<file path="src/rtl/io_uart_receiver_pkg.sv">
// Shared register map, status bit positions and receiver FSM states for the
// memory-mapped UART receiver.
package io_uart_receiver_pkg;

  localparam logic [31:0] STATUS_OFFSET = 32'h0;
  localparam logic [31:0] DATA_OFFSET   = 32'h4;

  localparam int STAT_NOT_EMPTY = 0;
  localparam int STAT_OVERRUN   = 1;
  localparam int STAT_FRAME_ERR = 2;
  localparam int STAT_COUNT_LSB = 8;

  typedef enum logic [1:0] {
    ST_IDLE,
    ST_START,
    ST_DATA,
    ST_STOP
  } rx_state_t;

  function automatic logic [31:0] pack_status(input logic       not_empty,
                                              input logic       overrun,
                                              input logic       frame_err,
                                              input logic [7:0] count);
    logic [31:0] s;
    s = '0;
    s[STAT_NOT_EMPTY] = not_empty;
    s[STAT_OVERRUN]   = overrun;
    s[STAT_FRAME_ERR] = frame_err;
    s[STAT_COUNT_LSB +: 8] = count;
    return s;
  endfunction

endpackage

</file>
<file path="src/rtl/io_uart_receiver_sync_fifo.sv">
// Single-clock FIFO; an enqueue is accepted when full if a dequeue happens in
// the same cycle, since the pop frees the slot being written.
module io_uart_receiver_sync_fifo #(
  parameter int WIDTH = 8,
  parameter int SIZE  = 8
) (
  input  logic                     clk,
  input  logic                     reset,
  input  logic                     enqueue,
  input  logic                     dequeue,
  input  logic [WIDTH-1:0]         value_i,
  output logic [WIDTH-1:0]         value_o,
  output logic                     full,
  output logic                     empty,
  output logic [$clog2(SIZE):0]    count
);

  localparam int PTR_W = $clog2(SIZE);

  logic [WIDTH-1:0] r_mem [SIZE];
  logic [PTR_W-1:0] r_wr_ptr;
  logic [PTR_W-1:0] r_rd_ptr;
  logic [PTR_W:0]   r_count;
  logic             w_enq;
  logic             w_deq;

  assign empty   = (r_count == '0);
  assign full    = (r_count == (PTR_W+1)'(SIZE));
  assign count   = r_count;
  assign value_o = r_mem[r_rd_ptr];

  assign w_deq = dequeue && !empty;
  assign w_enq = enqueue && (!full || w_deq);

  // Pointers wrap naturally because SIZE is a power of two.
  always_ff @(posedge clk or posedge reset) begin
    if (reset) begin
      r_wr_ptr <= '0;
      r_rd_ptr <= '0;
      r_count  <= '0;
    end else begin
      if (w_enq) r_wr_ptr <= r_wr_ptr + 1'b1;
      if (w_deq) r_rd_ptr <= r_rd_ptr + 1'b1;
      case ({w_enq, w_deq})
        2'b10:   r_count <= r_count + 1'b1;
        2'b01:   r_count <= r_count - 1'b1;
        default: r_count <= r_count;
      endcase
    end
  end

  always_ff @(posedge clk) begin
    if (w_enq) r_mem[r_wr_ptr] <= value_i;
  end

endmodule

</file>
<file path="src/rtl/io_uart_receiver.sv">
// 8N1 UART receiver on the io bus: synchronizes uart_rx, samples mid-bit,
// queues bytes in a FIFO and exposes status/data registers to software.
module io_uart_receiver
  import io_uart_receiver_pkg::*;
#(
  parameter logic [31:0] BASE_ADDRESS = 32'h18,
  parameter int          BAUD_DIVIDE  = 50000000 / 115200,
  parameter int          FIFO_DEPTH   = 8
) (
  input  logic        clk,
  input  logic        reset,
  input  logic        uart_rx,
  input  logic        io_read_en,
  input  logic        io_write_en,
  input  logic [31:0] io_address,
  input  logic [31:0] io_write_data,
  output logic [31:0] io_read_data,
  output logic        rx_irq
);

  localparam int             CNT_W    = $clog2(BAUD_DIVIDE);
  localparam logic [CNT_W-1:0] CNT_HALF = CNT_W'(BAUD_DIVIDE / 2 - 1);
  localparam logic [CNT_W-1:0] CNT_FULL = CNT_W'(BAUD_DIVIDE - 1);
  localparam int             CNT_FIFO_W = $clog2(FIFO_DEPTH) + 1;

  rx_state_t        r_state;
  rx_state_t        w_state_next;
  logic [CNT_W-1:0] r_cnt;
  logic [CNT_W-1:0] w_cnt_next;
  logic [2:0]       r_bit_idx;
  logic [2:0]       w_bit_idx_next;
  logic             w_expire;
  logic             w_shift_en;
  logic             w_push;
  logic             w_frame_err_set;

  logic             r_rx_meta;
  logic             r_rx_s;
  logic [7:0]       r_shift;

  logic             r_overrun;
  logic             r_frame_err;
  logic [31:0]      r_read_data;

  logic             w_status_sel;
  logic             w_data_sel;
  logic             w_pop;
  logic             w_full;
  logic             w_empty;
  logic [7:0]       w_head;
  logic [CNT_FIFO_W-1:0] w_count;
  logic             w_unused;

  assign w_unused = ^{io_write_data[31:3], io_write_data[0]};

  always_ff @(posedge clk or posedge reset) begin
    if (reset) begin
      r_rx_meta <= 1'b1;
      r_rx_s    <= 1'b1;
    end else begin
      r_rx_meta <= uart_rx;
      r_rx_s    <= r_rx_meta;
    end
  end

  always_ff @(posedge clk or posedge reset) begin
    if (reset) begin
      r_state   <= ST_IDLE;
      r_cnt     <= '0;
      r_bit_idx <= '0;
    end else begin
      r_state   <= w_state_next;
      r_cnt     <= w_cnt_next;
      r_bit_idx <= w_bit_idx_next;
    end
  end

  // The counter runs down to zero; zero marks the sampling point of a bit.
  assign w_expire = (r_cnt == '0);

  always_comb begin
    w_state_next    = r_state;
    w_cnt_next      = w_expire ? r_cnt : r_cnt - 1'b1;
    w_bit_idx_next  = r_bit_idx;
    w_shift_en      = 1'b0;
    w_push          = 1'b0;
    w_frame_err_set = 1'b0;
    case (r_state)
      ST_IDLE: begin
        if (!r_rx_s) begin
          w_state_next = ST_START;
          w_cnt_next   = CNT_HALF;
        end
      end
      ST_START: begin
        if (w_expire) begin
          if (r_rx_s) begin
            w_state_next = ST_IDLE;
          end else begin
            w_state_next   = ST_DATA;
            w_cnt_next     = CNT_FULL;
            w_bit_idx_next = '0;
          end
        end
      end
      ST_DATA: begin
        if (w_expire) begin
          w_shift_en     = 1'b1;
          w_cnt_next     = CNT_FULL;
          w_bit_idx_next = r_bit_idx + 1'b1;
          if (r_bit_idx == 3'd7) w_state_next = ST_STOP;
        end
      end
      ST_STOP: begin
        if (w_expire) begin
          w_push          = r_rx_s;
          w_frame_err_set = !r_rx_s;
          w_state_next    = ST_IDLE;
        end
      end
      default: w_state_next = ST_IDLE;
    endcase
  end

  always_ff @(posedge clk) begin
    if (w_shift_en) r_shift[r_bit_idx] <= r_rx_s;
  end

  io_uart_receiver_sync_fifo #(
    .WIDTH (8),
    .SIZE  (FIFO_DEPTH)
  ) u_fifo (
    .clk     (clk),
    .reset   (reset),
    .enqueue (w_push),
    .dequeue (w_pop),
    .value_i (r_shift),
    .value_o (w_head),
    .full    (w_full),
    .empty   (w_empty),
    .count   (w_count)
  );

  assign w_status_sel = (io_address == BASE_ADDRESS + STATUS_OFFSET);
  assign w_data_sel   = (io_address == BASE_ADDRESS + DATA_OFFSET);
  assign w_pop        = io_read_en && w_data_sel && !w_empty;

  // A same-cycle pop makes room, so only a push into a still-full FIFO overruns.
  always_ff @(posedge clk or posedge reset) begin
    if (reset) begin
      r_overrun   <= 1'b0;
      r_frame_err <= 1'b0;
    end else begin
      if (w_push && w_full && !w_pop)
        r_overrun <= 1'b1;
      else if (io_write_en && w_status_sel && io_write_data[STAT_OVERRUN])
        r_overrun <= 1'b0;
      if (w_frame_err_set)
        r_frame_err <= 1'b1;
      else if (io_write_en && w_status_sel && io_write_data[STAT_FRAME_ERR])
        r_frame_err <= 1'b0;
    end
  end

  always_ff @(posedge clk or posedge reset) begin
    if (reset) begin
      r_read_data <= '0;
    end else if (io_read_en && w_status_sel) begin
      r_read_data <= pack_status(!w_empty, r_overrun, r_frame_err, 8'(w_count));
    end else if (io_read_en && w_data_sel) begin
      r_read_data <= w_empty ? 32'h0 : {24'h0, w_head};
    end
  end

  assign io_read_data = r_read_data;
  assign rx_irq       = !w_empty || r_overrun || r_frame_err;

endmodule

</file>
<file path="config.mk">
export PLATFORM = sky130hd
export DESIGN_NAME = io_uart_receiver
export DESIGN_NICKNAME = d
export VERILOG_FILES = /design/src/rtl/io_uart_receiver_pkg.sv /design/src/rtl/io_uart_receiver_sync_fifo.sv /design/src/rtl/io_uart_receiver.sv
export SDC_FILE = /design/constraint.sdc
export NUM_CORES = 1
export LEC_CHECK = 0
export CAP_MARGIN = 5
export CORE_MARGIN = 5
export CORE_UTILIZATION = 47
export CTS_BUF_LIST = sky130_fd_sc_hd__clkbuf_8 sky130_fd_sc_hd__clkbuf_16
export CTS_CLUSTER_SIZE = 8
export DETAILED_ROUTE_END_ITERATION = 7
export PLACE_DENSITY = 0.73
export SYNTH_ARGS = -nofsm -noshare
export SYNTH_HDL_FRONTEND = slang
export SYNTH_SLANG_ARGS = --single-unit
export TNS_END_PERCENT = 1
</file>
<file path="constraint.sdc">
create_clock -name clk -period 3.3 [get_ports clk]
set_clock_uncertainty 0.2 [all_clocks]
set_input_delay 0.66 -clock clk [delete_from_list [all_inputs] [get_ports clk]]
set_output_delay 0.66 -clock clk [all_outputs]
set_load 0.01 [all_outputs]
</file>
==> results.tsv, run 1 <==
metric	value	unit
ant diodes	0	
die width	115	µm
dpl ws	-0.125	ns
run status	finished, final reports clean	
Multi-input gate area	0.00187	mm²
CTS Buf Count	9	
placed cell areas	0.00594	mm²
Worst setup SP type	register	
worst r2r path cells	12	
HP Class	register to register	
max-cap violations	0	
CTS Buffer Depth	2	
Yosys warning total	0	
IO buf count	51	
Fin. Hold Viols	0	
number of synthesized flops with an enable pin	72	
worst-path maximum fanout	5	
initial drt markers	224	
Routed wire per std cell	17.1	µm
hold_ws	0.162	ns
FF+latch count, synth	112	
FF-to-FF Start	r_cnt[0]	
die height	115	µm
Die Footprint	0.0133	mm²
Synth Area in Simple Gates	0.136	
Worst R2R End	u_fifo.count[3]	
CTS tree	done	
final setup vio count	0	
final setup margin	0.0931	ns
largest family of logic cells by synthesized area	simple AND/OR/NAND/NOR gates	
WHS Path Cells	0	
FFs w/ async S/R, synth	0.357	
I/O pins	102	
Syn Inst Count	382	
crit path DAT	3.26	ns
largest net degree at the start of global routing	41	
H-tree depth	3	
crit path capture type	register	
PwrDens	398	mW/mm²
leakage	2.24	nW
initial antenna violation count	0	
fin crit share	0.972	
Critical Path RT	3.36	ns
share of post-route cells with drive strength above 1	0.191	
total negative slack	0	ns
core box area	0.0108	mm²
RSZ-0062 raised after global routing	false	
placed wire-length estimate	7470	µm
most common cell after layout, fill and taps aside	edfxtp_1	
xor/xnor share of the synthesized area	0.0185	
# DRC	0	
f_max	312	MHz
Initial Util	0.480	
total grt overflow	0	
CTS clk-pin slew, worst paths	0.10	ns
Area growth, synth to finish	19.1	%
Worst Hold End	r_rx_s	
ANT nets after route	0	
# clock sinks	112	
commonest non-fill, non-tap cells in the layout	edfxtp_1 (72), clkdlybuf4s50_1 (51), dfrtp_1 (38)	
Vias	3248	
register area share after synthesis	0.608	
vias in the first global route	3284	
Synth Flop Type	edfxtp_1	
filler instances	872	
proportion of synthesized area in mux cells	0.0906	
Avg Inst Size Synth	13.6	µm²
Synth Area in Compound Gates	0.0695	
Worst-Skew Late Latency	0.37	ns
Slew @ Worst Pin	0.811	ns
GRT Total Usage	0.163	
Final Instance Area	0.00620	mm²
Std-Cell Rows	38	
Final min period	3.21	ns
number of max-slew violations in the final report	0	
area of the mapped netlist	0.00521	mm²
Power Total	2.47	mW
critical setup path kind	register to register	
VDD IR max	291	µV
Distinct cells, synth	58	
clk root buf	clkbuf_8	
DR vias/cell	5.41	
register area	0.00317	mm²
normalized max-slew margin	0.460	
Post-Synth Adder-Cell Area	0.0255	
first-pass GRT wire length	16600	µm
R2R setup slack	0.09	ns
Hold Crit Start	r_rx_meta	
first drt pass iteration count	4	
routability cong.	0.822	
nets	534	
Post-Route WL	10200	µm
[critical path: stages (launching register included)]
cell and delay [ns]:
dfrtp_1 0.42, inv_2 0.07, ha_2 0.17, or4b_4 0.49, or3_4 0.45, nand4_1 0.14, inv_1 0.07, ha_1 0.27
a21o_1 0.19, a21oi_2 0.18, and4b_4 0.26, a21o_1 0.10, mux2i_1 0.07
[layout make-up]
cell class	instances	share of cell area
tap	140	0.0283
inverter	14	0.00848
timing repair buffer	78	0.115
sequential	112	0.511
clock inverter	6	0.0145
clock buffer	10	0.0222
multi-input combinational	240	0.301
[power by group]
group	leakage, nW	internal, mW	switching [mW]
clock network	0.113	0.452	0.450
registers	1.15	1.48	0.00234
logic	0.974	0.0454	0.0360
total	2.24	1.98	0.488
[logic make-up (layout without fill, tap and decap cells)]
logic type                 count (synthesis)  after routing
buffers and inverters                     49            108
and+or+nand+nor                          119            119
xor gates and xnor gates                  11             11
AOI/OAI and AO/OA                         53             53
muxes                                     27             27
DFF                                      112            112
adders and majority gates                 10             10
other                                      1             20
[sequential cells by signal, indices dropped and copies added (netlist names), 3 cells and up, named ones only]
register and cells:
r_shift 8, io_read_data 12, r_bit_idx 3, u_fifo.r_mem 64
u_fifo.count 4, u_fifo.r_rd_ptr 3, u_fifo.r_wr_ptr 3, r_cnt 9
[worst max path at each step]
stage / start / end
5_1_grt: r_cnt[0] / u_fifo.count[3]
2_1_floorplan: io_address[5] / u_fifo.r_mem[2][0]
3_5_place_dp: io_address[5] / u_fifo.count[3]
4_1_cts: r_cnt[1] / u_fifo.count[3]
6_report: r_cnt[0] / u_fifo.count[3]
3_3_place_gp: io_address[5] / u_fifo.count[3]
[stage by stage]
stage | cells | util
2_1_floorplan | 401 | -
3_3_place_gp | 582 | 0.548
3_5_place_dp | 582 | 0.548
4_1_cts | 598 | 0.569
5_1_grt | 600 | 0.572
6_report | 600 | 0.572
[cells in the mapped netlist (4+ instances only)]
| cell type | n | area, µm² |
|---|---|---|
| edfxtp_1 | 72 | 2160 |
| dfrtp_1 | 38 | 951 |
| nand2_1 | 36 | 135 |
| buf_4 | 20 | 150 |
| nor2_1 | 20 | 75.1 |
| mux4_2 | 16 | 360 |
| nor4_1 | 14 | 87.6 |
| inv_1 | 13 | 48.8 |
| o21ai_0 | 11 | 55.1 |
| a21oi_1 | 10 | 50.1 |
| mux2i_1 | 10 | 100 |
| xnor2_1 | 10 | 87.6 |
| ha_1 | 9 | 113 |
| nor3_1 | 8 | 40.0 |
| clkbuf_1 | 6 | 22.5 |
| nor4b_1 | 6 | 52.6 |
| o221ai_1 | 5 | 43.8 |
| a21o_1 | 4 | 30.0 |
| a31oi_1 | 4 | 25.0 |
| buf_1 | 4 | 15.0 |
| buf_2 | 4 | 20.0 |
| nand3_1 | 4 | 20.0 |
| nand4_1 | 4 | 25.0 |
| nor4b_2 | 4 | 60.1 |
| o22ai_1 | 4 | 25.0 |
| o31ai_1 | 4 | 30.0 |
[metal layers]
layer	wire, µm	part of all wire	GRT usage
met5	0	0	0
met4	111	0.011	0.0415
met1	4150	0.41	0.208
met2	5380	0.52	0.276
met3	603	0.059	0.0453
[what timing repair did]
| action | in CTS | in global routing |
|---|---|---|
| resized for setup | 0 | 5 |
| hold buffers | 0 | 0 |
| endpoints found under the setup margin | 0 | 1 |
| buffers inserted | 0 | 2 |
(Power assumes the default switching activity.)
==> inputs of run 2 (changes only) <==
- GPL_TIMING_DRIVEN: default -> 0
==> run 2 against run 1 <==
  * Count of clock-buffer cells in the layout down 1
  * Clock power down 21%
  * First-iteration DRC count down 25%
  * Die area unchanged
  * Final area up 0.73%
  * Critical endpoint unchanged
  * Non-clock buffer count up 14
  * Setup slack worse by 0.088 ns
  * Largest power group unchanged
==> results.tsv, run 2 (synthesis gave the netlist of run 1 again) <==
metric	value	unit
first-pass GRT wire length	17100	µm
CTS Buffer Depth	2	
# clock sinks	112	
Power Total	2.29	mW
Crit path buffers/inverters	2	
I/O pins	102	
leakage	2.25	nW
worst setup path start	r_cnt[0]	
final setup vio count	0	
Clock power frac	0.309	
Top reg by flops	u_fifo.r_mem	
Cell Chain, Critical Path	inv_2 -> ha_1 -> or4b_4 -> or3_4 -> nand4_1 -> inv_1 -> ha_1 -> a21o_1 -> a21oi_2 -> and4b_4 -> a21oi_1 -> mux2i_1	
Vias	3260	
Fin. Hold Viols	0	
switching fraction of total power	0.208	
met1 usage	0.209	
initial drt markers	169	
VDD IR max	225	µV
Crit path top cell by count	ha_1	
worst r2r path cells	12	
clk root buf	clkbuf_8	
sequential power share	0.648	
largest net degree at the start of global routing	41	
Routed wire per std cell	16.9	µm
Multi-input gate area	0.00191	mm²
first drt pass iteration count	4	
Placed Cells incl. Taps	598	
H-tree depth	3	
Int Power	1.82	mW
GR Util met2	0.289	
max reg flops	64	
Die Footprint	0.0133	mm²
PwrDens	367	mW/mm²
Area growth, synth to finish	19.9	%
commonest non-fill, non-tap cells in the layout	edfxtp_1 (72), clkdlybuf4s50_1 (51), dfrtp_1 (38)	
non-filler cells, final	614	
Post-CTS Setup Bufs	0	
max-cap violations	0	
Critical Path RT	3.37	ns
R2R setup slack	0.005	ns
Std-Cell Rows	38	
initial antenna violation count	0	
hold_ws	0.159	ns
Post-CTS Hold Fix Bufs	0	
crit path DAT	3.37	ns
CTS Buf Count	9	
Worst setup SP type	register	
CTS clk-pin slew, worst paths	0.10	ns
Crit. path cell count	12	
placed wire-length estimate	7970	µm
share of post-route cells with drive strength above 1	0.200	
normalized max-slew margin	0.441	
max incr delay on CP	0.50	ns
vias in the first global route	3417	
Post-Route WL	10400	µm
CTS tree	done	
Final Instance Area	0.00624	mm²
critical path endpoint	u_fifo.count[3]	
Initial Util	0.480	
run status	finished, final reports clean	
die height	115	µm
worst-path maximum fanout	6	
f_max	303	MHz
DR vias/cell	5.31	
RSZ-0062 raised after global routing	true	
critical path's slowest cell	or4b_4	
die width	115	µm
Slew @ Worst Pin	0.838	ns
core box area	0.0108	mm²
sw power	476	µW
total grt overflow	0	
critical setup path kind	register to register	
HP Class	register to register	
FF-to-FF Start	r_cnt[0]	
number of max-slew violations in the final report	0	
ANT nets after route	0	
crit path capture type	register	
ant diodes	0	
Worst R2R End	u_fifo.count[3]	
Worst-Skew Late Latency	0.36	ns
routability cong.	0.875	
filler instances	845	
fin crit share	0.999	
most common cell after layout, fill and taps aside	edfxtp_1	
nets	548	
IO buf count	51	
gr busiest metal	met2	
combinational share of power	0.043	
placed cell areas	0.00603	mm²
GRT Total Usage	0.164	
Final min period	3.30	ns
register area	0.00317	mm²
# DRC	0	
met3 Use GR	0.0384	
family with the most delay on the worst path	simple AND/OR/NAND/NOR gates	
run 2: worst min-delay path by stage:
stage | from | endpoint | slack (ns) | cells past startpoint
CTS | r_rx_meta | r_rx_s | 0.16 | 0
global placement | r_rx_meta | r_rx_s | 0.15 | 0
detailed placement | r_rx_meta | r_rx_s | 0.15 | 0
finish | r_rx_meta | r_rx_s | 0.16 | 0
floorplan | r_rx_meta | r_rx_s | 0.15 | 0
global route | r_rx_meta | r_rx_s | 0.16 | 0
run 2: timing repair:
| item | in CTS | in global routing |
|---|---|---|
| resized for setup | 4 | 3 |
| cloned | 0 | 0 |
| endpoints found under the setup margin | 25 | 42 |
run 2: area by class of cell:
| class | count | area share |
|---|---|---|
| tap | 140 | 0.0281 |
| clock buffer | 9 | 0.0198 |
| timing repair buffer | 57 | 0.0890 |
| multi-input combinational | 240 | 0.306 |
| clock inverter | 7 | 0.00761 |
| buffer | 35 | 0.0341 |
| sequential | 112 | 0.507 |
| inverter | 14 | 0.00842 |
run 2: power groups by stage:
stage                     registers, mW  clock network [mW]  logic (mW)
after global routing               1.49               0.783       0.107
after global placement             1.52                   0      0.0951
after CTS                          1.48               0.723      0.0973
after floorplan                    1.51                   0      0.0435
after detailed placement           1.52                   0      0.0971
final                              1.48               0.709      0.0977
run 2: worst register-to-register path: stages (launching register included):
cell and delay, ns:
dfrtp_1 0.43, inv_2 0.10, ha_1 0.17, or4b_4 0.50, or3_4 0.43, nand4_1 0.17
inv_1 0.09, ha_1 0.28, a21o_1 0.20, a21oi_2 0.19, and4b_4 0.26, a21oi_1 0.04
mux2i_1 0.14
run 2: per-stage QoR:
step	worst slack [ns]	util	TNS [ns]
6_report	0.00488	0.576	0
5_1_grt	-0.115	0.576	-1.09
3_3_place_gp	-1.24	0.550	-56.06
3_5_place_dp	-0.657	0.557	-21.11
4_1_cts	-0.155	0.574	-1.20
2_1_floorplan	0.0579	-	0
run 2: layer usage:
metal	routed length, µm	part of all wire
met1	4390	0.42
met2	5530	0.53
met4	78	0.0075
met5	0	0
met3	369	0.036
